## src/rtl/axi_mst_wdriver_v2.sv

```systemverilog
// axi_mst_wdriver_v2
//   AXI4 master write-data driver for bench use. Observes AW handshakes
//   from the sequencer, queues them, and replays one W burst per queued AW
//   in order, with per-beat strobes derived from AWSIZE/AWADDR, optional
//   LFSR throttling of WVALID, and B-response credit accounting.
//
// Ports
//   aclk, srst                 clock, synchronous active-high reset
//   in_aw*                     observed AW channel (valid/ready/id/len/size/addr low bits)
//   aw_credit_ok               a new AW may be issued (outstanding and queue room)
//   throttle_en, bready_mode   W throttling enable, B ready source select
//   out_w*, in_wready          generated W channel
//   in_bvalid, out_bready      B channel handshake
//   err_overflow, err_bunexp   sticky error flags
module axi_mst_wdriver_v2 #(
    parameter int unsigned AXI_ID_W   = 32'd4,
    parameter int unsigned AXI_DATA_W = 32'd32,
    parameter int unsigned OSTD_NUM   = 32'd4,
    parameter logic [15:0] LFSR_SEED  = 16'hACE1
) (
    input  logic                                aclk,
    input  logic                                srst,
    input  logic                                in_awvalid,
    input  logic                                in_awready,
    input  logic [AXI_ID_W-1:0]                 in_awid,
    input  logic [7:0]                          in_awlen,
    input  logic [2:0]                          in_awsize,
    input  logic [$clog2(AXI_DATA_W/32'd8)-1:0] in_awaddr_lo,
    output logic                                aw_credit_ok,
    input  logic                                throttle_en,
    input  logic                                bready_mode,
    output logic                                out_wvalid,
    input  logic                                in_wready,
    output logic                                out_wlast,
    output logic [AXI_ID_W-1:0]                 out_wid,
    output logic [AXI_DATA_W-1:0]               out_wdata,
    output logic [AXI_DATA_W/8-1:0]             out_wstrb,
    input  logic                                in_bvalid,
    output logic                                out_bready,
    output logic                                err_overflow,
    output logic                                err_bunexp
);

    localparam int unsigned STRB_W = AXI_DATA_W / 32'd8;
    localparam int unsigned AL_W   = $clog2(STRB_W);
    localparam int unsigned PTR_W  = $clog2(OSTD_NUM);
    localparam int unsigned CNT_W  = PTR_W + 32'd1;

    typedef enum logic [0:0] {
        ST_IDLE  = 1'b0,
        ST_BURST = 1'b1
    } w_state_e;

    // Byte strobes of one beat. Beat 0 starts at the (possibly unaligned)
    // address; later beats cover a full size-aligned slot that walks the bus.
    function automatic logic [STRB_W-1:0] beat_strb(
        input logic [2:0]      size,
        input logic [AL_W-1:0] addr_lo,
        input logic [7:0]      beat
    );
        logic [31:0] nb;
        logic [31:0] base;
        logic [31:0] start;
        logic [31:0] first;
        nb    = 32'd1 << size;
        base  = {{(32-AL_W){1'b0}}, addr_lo} & ~(nb - 32'd1);
        start = (base + {24'd0, beat} * nb) % STRB_W;
        first = (beat == 8'd0) ? {{(32-AL_W){1'b0}}, addr_lo} : start;
        for (int unsigned b = 0; b < STRB_W; b++) begin
            beat_strb[b] = (b >= first) && (b < start + nb);
        end
    endfunction

    // Beat payload: the word counter copied into every 32-bit lane, with
    // bytes outside the strobe forced to zero.
    function automatic logic [AXI_DATA_W-1:0] beat_data(
        input logic [31:0]       word,
        input logic [STRB_W-1:0] strb
    );
        for (int unsigned b = 0; b < STRB_W; b++) begin
            beat_data[b*32'd8 +: 8] = strb[b] ? word[(b % 32'd4)*32'd8 +: 8] : 8'd0;
        end
    endfunction

    // AW queue storage
    logic [AXI_ID_W-1:0] q_id_r   [OSTD_NUM];
    logic [7:0]          q_len_r  [OSTD_NUM];
    logic [2:0]          q_size_r [OSTD_NUM];
    logic [AL_W-1:0]     q_addr_r [OSTD_NUM];
    logic [PTR_W-1:0]    wr_ptr_r;
    logic [PTR_W-1:0]    rd_ptr_r;
    logic [CNT_W-1:0]    q_cnt_r;
    logic [CNT_W-1:0]    ostd_cnt_r;

    // W channel state and registered outputs
    w_state_e            state_r;
    w_state_e            state_nxt_s;
    logic [7:0]          beat_cnt_r;
    logic [31:0]         word_cnt_r;
    logic                wvalid_r;
    logic                wlast_r;
    logic [AXI_ID_W-1:0] wid_r;
    logic [AXI_DATA_W-1:0] wdata_r;
    logic [STRB_W-1:0]   wstrb_r;
    logic                bready_r;
    logic                err_ovf_r;
    logic                err_bun_r;
    logic [15:0]         lfsr_r;

    // Next-value signals
    logic                aw_hs_s;
    logic                q_full_s;
    logic                push_s;
    logic                w_hs_s;
    logic                pop_s;
    logic                b_hs_s;
    logic                b_dec_s;
    logic                throttled_s;
    logic [PTR_W-1:0]    rd_nxt_s;
    logic [7:0]          beat_nxt_s;
    logic [31:0]         word_nxt_s;
    logic                wvalid_nxt_s;
    logic                wlast_nxt_s;
    logic [AXI_ID_W-1:0] wid_nxt_s;
    logic [STRB_W-1:0]   wstrb_nxt_s;
    logic [AXI_DATA_W-1:0] wdata_nxt_s;
    logic [CNT_W-1:0]    ostd_nxt_s;

    assign aw_hs_s  = in_awvalid && in_awready;
    assign q_full_s = (q_cnt_r == CNT_W'(OSTD_NUM));
    assign push_s   = aw_hs_s && !q_full_s;
    assign w_hs_s   = wvalid_r && in_wready;
    assign pop_s    = w_hs_s && wlast_r;
    assign b_hs_s   = in_bvalid && bready_r;
    assign b_dec_s  = b_hs_s && (ostd_cnt_r != {CNT_W{1'b0}});

    assign aw_credit_ok = (ostd_cnt_r < CNT_W'(OSTD_NUM)) && !q_full_s;
    assign out_wvalid   = wvalid_r;
    assign out_wlast    = wlast_r;
    assign out_wid      = wid_r;
    assign out_wdata    = wdata_r;
    assign out_wstrb    = wstrb_r;
    assign out_bready   = bready_r;
    assign err_overflow = err_ovf_r;
    assign err_bunexp   = err_bun_r;

    // Queue payload write; storage needs no reset since q_cnt_r gates its use
    always_ff @(posedge aclk) begin
        if (push_s) begin
            q_id_r[wr_ptr_r]   <= in_awid;
            q_len_r[wr_ptr_r]  <= in_awlen;
            q_size_r[wr_ptr_r] <= in_awsize;
            q_addr_r[wr_ptr_r] <= in_awaddr_lo;
        end
    end

    // Queue pointers and occupancy
    always_ff @(posedge aclk) begin
        if (srst) begin
            wr_ptr_r <= {PTR_W{1'b0}};
            rd_ptr_r <= {PTR_W{1'b0}};
            q_cnt_r  <= {CNT_W{1'b0}};
        end else begin
            if (push_s) begin
                wr_ptr_r <= wr_ptr_r + PTR_W'(1'b1);
            end
            rd_ptr_r <= rd_nxt_s;
            if (push_s && !pop_s) begin
                q_cnt_r <= q_cnt_r + CNT_W'(1'b1);
            end else if (!push_s && pop_s) begin
                q_cnt_r <= q_cnt_r - CNT_W'(1'b1);
            end
        end
    end

    // Outstanding-transaction count: AW accept adds, B handshake retires
    always_comb begin
        ostd_nxt_s = ostd_cnt_r;
        if (push_s && !b_dec_s) begin
            ostd_nxt_s = ostd_cnt_r + CNT_W'(1'b1);
        end else if (!push_s && b_dec_s) begin
            ostd_nxt_s = ostd_cnt_r - CNT_W'(1'b1);
        end else begin
            ostd_nxt_s = ostd_cnt_r;
        end
    end

    // Credit counter, sticky error flags, B ready and throttle LFSR
    always_ff @(posedge aclk) begin
        if (srst) begin
            ostd_cnt_r <= {CNT_W{1'b0}};
            err_ovf_r  <= 1'b0;
            err_bun_r  <= 1'b0;
            bready_r   <= !bready_mode;
            lfsr_r     <= LFSR_SEED;
        end else begin
            ostd_cnt_r <= ostd_nxt_s;
            if (aw_hs_s && q_full_s) begin
                err_ovf_r <= 1'b1;
            end
            if (b_hs_s && (ostd_cnt_r == {CNT_W{1'b0}})) begin
                err_bun_r <= 1'b1;
            end
            bready_r <= bready_mode ? lfsr_r[1] : 1'b1;
            // Fibonacci form of x^16+x^14+x^13+x^11, shifting toward bit 0
            lfsr_r   <= {lfsr_r[0] ^ lfsr_r[2] ^ lfsr_r[3] ^ lfsr_r[5], lfsr_r[15:1]};
        end
    end

    // W FSM state register
    always_ff @(posedge aclk) begin
        if (srst) begin
            state_r <= ST_IDLE;
        end else begin
            state_r <= state_nxt_s;
        end
    end

    // W FSM next state. An AW pushed in the same cycle as the final pop is
    // not yet readable from storage, so it starts after one IDLE cycle.
    always_comb begin
        state_nxt_s = state_r;
        case (state_r)
            ST_IDLE: begin
                if (q_cnt_r != {CNT_W{1'b0}}) begin
                    state_nxt_s = ST_BURST;
                end else begin
                    state_nxt_s = ST_IDLE;
                end
            end
            ST_BURST: begin
                if (pop_s && (q_cnt_r == CNT_W'(1'b1))) begin
                    state_nxt_s = ST_IDLE;
                end else begin
                    state_nxt_s = ST_BURST;
                end
            end
            default: begin
                state_nxt_s = ST_IDLE;
            end
        endcase
    end

    // W FSM outputs: hold a pending beat, else present the next beat of the
    // head burst (the following burst right after a pop), else go idle
    always_comb begin
        word_nxt_s   = word_cnt_r;
        beat_nxt_s   = beat_cnt_r;
        rd_nxt_s     = rd_ptr_r;
        throttled_s  = throttle_en && !lfsr_r[0];
        wvalid_nxt_s = wvalid_r;
        wlast_nxt_s  = wlast_r;
        wid_nxt_s    = wid_r;
        wstrb_nxt_s  = wstrb_r;
        wdata_nxt_s  = wdata_r;
        if (w_hs_s) begin
            word_nxt_s = word_cnt_r + 32'd1;
            if (wlast_r) begin
                beat_nxt_s = 8'd0;
            end else begin
                beat_nxt_s = beat_cnt_r + 8'd1;
            end
        end else begin
            word_nxt_s = word_cnt_r;
            beat_nxt_s = beat_cnt_r;
        end
        if (pop_s) begin
            rd_nxt_s = rd_ptr_r + PTR_W'(1'b1);
        end else begin
            rd_nxt_s = rd_ptr_r;
        end
        if (wvalid_r && !in_wready) begin
            wvalid_nxt_s = 1'b1;
        end else if ((state_nxt_s == ST_BURST) && !throttled_s) begin
            wvalid_nxt_s = 1'b1;
            wlast_nxt_s  = (beat_nxt_s == q_len_r[rd_nxt_s]);
            wid_nxt_s    = q_id_r[rd_nxt_s];
            wstrb_nxt_s  = beat_strb(q_size_r[rd_nxt_s], q_addr_r[rd_nxt_s], beat_nxt_s);
            wdata_nxt_s  = beat_data(word_nxt_s, wstrb_nxt_s);
        end else begin
            wvalid_nxt_s = 1'b0;
            wlast_nxt_s  = 1'b0;
            wid_nxt_s    = {AXI_ID_W{1'b0}};
            wstrb_nxt_s  = {STRB_W{1'b0}};
            wdata_nxt_s  = {AXI_DATA_W{1'b0}};
        end
    end

    // W output registers and beat/word counters; reset drops any burst in flight
    always_ff @(posedge aclk) begin
        if (srst) begin
            beat_cnt_r <= 8'd0;
            word_cnt_r <= 32'd0;
            wvalid_r   <= 1'b0;
            wlast_r    <= 1'b0;
            wid_r      <= {AXI_ID_W{1'b0}};
            wstrb_r    <= {STRB_W{1'b0}};
            wdata_r    <= {AXI_DATA_W{1'b0}};
        end else begin
            beat_cnt_r <= beat_nxt_s;
            word_cnt_r <= word_nxt_s;
            wvalid_r   <= wvalid_nxt_s;
            wlast_r    <= wlast_nxt_s;
            wid_r      <= wid_nxt_s;
            wstrb_r    <= wstrb_nxt_s;
            wdata_r    <= wdata_nxt_s;
        end
    end

endmodule

```

## config.mk

```make
export PLATFORM = sky130hd
export DESIGN_NAME = axi_mst_wdriver_v2
export DESIGN_NICKNAME = d
export VERILOG_FILES = /design/src/rtl/axi_mst_wdriver_v2.sv
export SDC_FILE = /design/constraint.sdc
export NUM_CORES = 1
export LEC_CHECK = 0
export ABC_AREA = 1
export CAP_MARGIN = 40
export CORE_MARGIN = 3
export CORE_UTILIZATION = 32
export DETAILED_ROUTE_END_ITERATION = 10
export PLACE_DENSITY_LB_ADDON = 0.08
export REMOVE_ABC_BUFFERS = 1
export SYNTH_ARGS = -nofsm -noshare
export SYNTH_HDL_FRONTEND = slang
export SYNTH_SLANG_ARGS = --single-unit
```

## constraint.sdc

```tcl
create_clock -name aclk -period 8.7 [get_ports aclk]
set_clock_uncertainty 0.2 [all_clocks]
set_input_delay 0.87 -clock aclk [delete_from_list [all_inputs] [get_ports aclk]]
set_output_delay 0.87 -clock aclk [all_outputs]
set_load 0.01 [all_outputs]
```

Yosys cells after proc, flatten, opt, wreduce, memory -nomap -nowiden
Memory sizes are Yosys's and may differ from the RTL's. Index checks and enable logic that the tools add are counted.

Flip-flop bits (word level): 112. RAM bits: 68. Input bits: 25. Output and inout bits: 46. Logic and storage cells: 112. Memories: 4.

Add/subtract/negate cells: 11. Multipliers: 1. Order comparisons: 9. Equality and inequality tests: 3. Shift-type cells: 1. Mux-type cells: 26. Bitwise operators: 6. Reduce and logical (&&, ||, !) cells: 35.

Memories: q_len_r (depth 4, bits a word 8, read ports 1, clocked after memory_dff 0, wr ports 1, RTL line 87) `logic [7:0] q_len_r [OSTD_NUM];`; q_id_r (depth 4, bits a word 4, read ports 1, clocked after memory_dff 0, wr ports 1, RTL line 86) `logic [AXI_ID_W-1:0] q_id_r [OSTD_NUM];`; q_size_r (depth 4, bits a word 3, read ports 1, clocked after memory_dff 0, wr ports 1, RTL line 88) `logic [2:0] q_size_r [OSTD_NUM];`; q_addr_r (depth 4, bits a word 2, read ports 1, clocked after memory_dff 0, wr ports 1, RTL line 89) `logic [AL_W-1:0] q_addr_r [OSTD_NUM];`.

Operators by type and width (count): < comparator 1 x 32 -> 1 bit (first input constant) (2); < comparator 2 x 32 -> 1 bit (first input constant) (2); 2-to-1 mux 32 bit (2); 2-to-1 mux 8 bit (6); adder 2 x 32 -> 32 bit (1); adder 32 x 1 -> 32 bit (second input constant) (1); multiplier 8 x 32 -> 2 bit (1); left shift 1 x 3 -> 32 bit (first input constant) (1); logical AND 1 bit (21); 2-to-1 mux 3 bit (4); 2-to-1 mux 1 bit (9); adder 8 x 1 -> 8 bit (second input constant) (1); == test 8 bit (1); zero test 1 bit (8); zero test 8 bit (1); 2-to-1 mux 4 bit (2); adder 3 x 1 -> 3 bit (second input constant) (2); nonzero test 3 bit (2); subtractor 3 x 1 -> 3 bit (second input constant) (2); adder 2 x 1 -> 2 bit (second input constant) (2); >= comparator 1 x 2 -> 1 bit (first input constant) (2); >= comparator 2 bit (first input constant) (2); 2-to-1 mux 2 bit (2); nonzero test 2 bit (2); other kinds (11) (13).

Logic depth before layout (Yosys ltp)
An unclocked memory read counts as a cell.

Depth in word-level cells: 14. Gate-level depth with buffers: 32.

Worst setup path after synthesis
OpenSTA, ideal clock, no wires.

Kind: input port to flip-flop. Start point: in in_wready. End point: reg wdata_r[12], in the netlist out_wdata[12]. Library setup time: 111 ps. Arrival: 3385 ps. Setup slack: 5004 ps. Stages: 28. Path buffers: 1. Path through: nand3_2 > nand2_4 > nand2_8 > buf_6 > or2_0 > o211ai_1 > o21a_1 > nor2_1 > ha_1 > inv_1 > nand4_1 > nand2_1 > inv_1 > nand2_1 > nand2_2 > inv_2 > o21ai_0 > nand2_1 > inv_1 > ha_1 > inv_1 > nand3_2 > nand2_4 > nand3_2 > nand2_4 > inv_8 > nand2_2 > nand2_2.

Cells in the longest elaborated chain, start to end: 14.

Ends and longest elaborated chain: from (decl) (RTL line 33) `input logic in_wready,`; parallel branches: the longest is 14 deep, another holds multiplier 8 x 32 -> 2 bit; to (signal assigned) (RTL line 298) `wdata_r <= {AXI_DATA_W{1'b0}};`; to (signal assigned) (RTL line 306) `wdata_r <= wdata_nxt_s;`; to (decl) (RTL line 103) `logic [AXI_DATA_W-1:0] wdata_r;`.

Parallel ways; which one is timed is not known. A chain may end at the register's enable or synchronous reset.

Worst setup path in the final report
Start point: in in_wready. End point: reg wstrb_r[0], in the netlist out_wstrb[0].

Cells in the longest elaborated chain, start to end: 13.

Ends and longest elaborated chain: parallel branches: the longest is 13 deep, another holds multiplier 8 x 32 -> 2 bit; to (signal assigned) (RTL line 297) `wstrb_r <= {STRB_W{1'b0}};`; to (signal assigned) (RTL line 305) `wstrb_r <= wstrb_nxt_s;`; to (decl) (RTL line 104) `logic [STRB_W-1:0] wstrb_r;`.

Parallel ways; which one is timed is not known.

==> flow_summary_export.csv <==
group,metric,value,unit
clock_tree,cts_tree,"yes",
floorplanning,die_w,162,µm
sta,rsz0062_at_grt,"no",
sta,setup_tns,0,ps
clock_tree,cts_sinks,180,
routing,wl_per_cell,13.7,µm
finish,fin_cells,1256,
power_and_ir_drop,power.density,194,mW/mm²
job,maxCapViolCount,0,
power_and_ir_drop,vdd.ir_drop.worst,0.000112,V
floorplanning,dieArea,0.0263,mm²
power_and_ir_drop,total_power,1.83,mW
synthesis,syn_avg_cell_area,9.19,µm²
synthesis,syn_area,0.00779,mm²
worst_setup_path,crit_type,"primary input to register",
sta,hold_viol_final,0,
routing,drc,0,
clock_tree,cts-root-buf,"clkbuf_16",
worst_setup_path,crit_path_end_kind,"register",
floorplanning,core,0.0237,mm²
finish,areaGrowthSynthToFinish,21.1,%
finish,antenna_cells,0,
clock_tree,postCtsSetupBuffers,0,
global_routing,grt_pass1_vias,5480,
clock_tree,cts_hold_buf,0,
floorplanning,dieHeight,162,µm
synthesis,synth-main-ff-cell,"dfxtp_1",
floorplanning,ios,71,
placed_design,gp_congestion,0.793,
global_routing,antenna_found_initial,0,
worst_setup_path,max_stage_delay,610,ps
synthesis,synth_warnings,0,
worst_setup_path,critPathMaxFanout,22,
run_status,status,"complete, no violations",
clock_tree,clkTransAtPathRegs,80,ps
placed_design,placed_cells,1224,
synthesis,synth.top_cells.by_count,"nand2_1 (150), dfxtp_1 (112), inv_1 (98), nor2_1 (97), edfxtp_1 (68)",
global_routing,grt_max_degree,46,
synthesis,syn_inst,848,
routing,drt-total-wl,17100,µm
synthesis,synth_edf_count,68,
sta,finalSetupViolCount,0,
sta,tightest_slew,653,ps
clock_tree,clock_latency,440,ps
worst_setup_path,cpMostUsedCell,"inv_1",
routing,dr.pass1.iters,4,
worst_setup_path,critPathArrivalTime,4680,ps
synthesis,async_flop_share,0,
routing,ant_nets,0,
sta,fmaxAchievable,0.219,GHz
sta,min_period_over_period,0.526,
global_routing,grt.overflow.total,0,
worst_setup_path,crit_required,8810,ps
synthesis,synth_top_cells_by_area,"dfxtp_1 (29%), edfxtp_1 (26%), nand2_1 (7.2%)",
synthesis,synth_seq_cells,180,
finish,drive_above_1_share,0.142,
routing,dr.first_iter.drc_count,277,
floorplanning,num_rows,56,
synthesis,synth_top_area_share,0.288,
placed_design,hpwl,11700,µm
sta,layout_min_cycle_time,4570,ps
clock_tree,cts_resized,0,
global_routing,grt_first_pass_wirelength,28600,µm
synthesis,yosysUniqueCellTypes,52,
finish,final_core_util,0.398,
synthesis,yosysMostFrequentCell,"nand2_1",
routing,vias,5506,
clock_tree,cts_max_path_buffers,2,
synthesis,yosysTopAreaCell,"dfxtp_1",
global_routing,grt_usage,0.138,
placed_design,io_buffer_count,70,
worst_setup_path,crit_path_start_kind,"primary input",
clock_tree,htreeDepth,4,
routing,avgViaCountPerCell,4.38,
worst_setup_path,slowest_stage,"clkdlybuf4s50_1",
power_and_ir_drop,leakagePower,3.65,nW
worst_hold_path,worstHoldPathType,"register to register",
clock_tree,cts_buffers,17,
finish,fin_nets,965,
synthesis,synth_seq_area_share,0.550,
floorplanning,start_util,0.329,
sta,slew-limit-headroom,0.562,
sta,drv_slew,0,
[power by group]
group | internal, mW | switching, mW | total (mW)
clock network | 0.386 | 0.377 | 0.763
registers | 0.898 | 0.0129 | 0.911
logic | 0.0594 | 0.0952 | 0.155
total | 1.34 | 0.485 | 1.83
[layer usage]
metal  wire length (µm)  up-vias  GRT usage
met4                206        0     0.0415
met1               8580     2494      0.187
met3                519       14     0.0324
li1                   -     2925          -
met2               7840       73      0.220
met5                  0        -          0
[state kept, by name (all words and copies together) (netlist names), 2 cells and up]
name        cells
q_size_r       12
q_len_r        32
lfsr_r         16
beat_cnt_r      8
q_id_r         16
q_addr_r        8
q_cnt_r         3
out_wdata      32
rd_ptr_r        2
ostd_cnt_r      3
wr_ptr_r        2
out_wid         4
out_wstrb       4
word_cnt_r     32
[critical path, delay by kind of cell]
| family | cells | cell delay (ps) |
|---|---|---|
| compound gates | 2 | 150 |
| fa+ha+maj | 2 | 410 |
| buf+inv | 8 | 1150 |
| simple gates | 18 | 2070 |
[placed cells by master (no fill, tap or decap), types with 9 or more instances in the layout]
cell type | netlist | layout
nand2_2 | 34 | 34
nor2_1 | 97 | 96
o21ai_0 | 39 | 39
clkdlybuf4s50_1 | 0 | 69
inv_1 | 98 | 98
nand3_1 | 41 | 41
a21oi_1 | 23 | 23
clkbuf_16 | 0 | 17
ha_1 | 15 | 15
nand2_4 | 10 | 10
nor3_1 | 22 | 22
xor2_1 | 13 | 13
edfxtp_1 | 68 | 68
nand3_2 | 9 | 9
dfxtp_1 | 112 | 112
xnor2_1 | 11 | 11
nand2_1 | 150 | 150
or2_2 | 11 | 11
o22ai_1 | 9 | 9
[stage by stage]
stage,hold slack (ps),area [µm²],setup WS [ps]
2_1_floorplan,188,7690,4900
3_3_place_gp,190,8850,3690
3_5_place_dp,192,8850,3610
4_1_cts,208,9430,4090
5_1_grt,221,9430,3670
6_report,206,9430,4130
[area by class of cell]
cell class / instances / area [µm²]
Clock buffer: 17 / 425
Clock inverter: 15 / 158
Fill cell: 2476 / 14200
Inverter: 107 / 419
Multi-Input combinational cell: 540 / 2990
Sequential cell: 180 / 4280
Tap cell: 319 / 399
Timing Repair Buffer: 78 / 756
[cell families after synthesis]
| kind of cell | Yosys count | synth area share |
|---|---|---|
| AOI/OAI and AO/OA | 99 | 0.0782 |
| xor gates and xnor gates | 24 | 0.0270 |
| adders and majority gates | 16 | 0.0267 |
| buffers and inverters | 128 | 0.0665 |
| DFF | 180 | 0.550 |
| and+or+nand+nor | 401 | 0.252 |
[path summary, 6_finish.rpt]
check	startpoint	end	slack, ps	cells past startpoint
setup / recovery	in_wready	out_wstrb[0]$_SDFFE_PP0N_	4130	30
hold / removal	lfsr_r[4]$_SDFF_PP0_	lfsr_r[3]$_SDFF_PP0_	210	2
setup reg to reg	out_wvalid$_SDFF_PP0_	out_wstrb[0]$_SDFFE_PP0N_	4660	29
hold reg to reg	lfsr_r[4]$_SDFF_PP0_	lfsr_r[3]$_SDFF_PP0_	210	2
No activity file was read; power rests on OpenSTA's default activity.
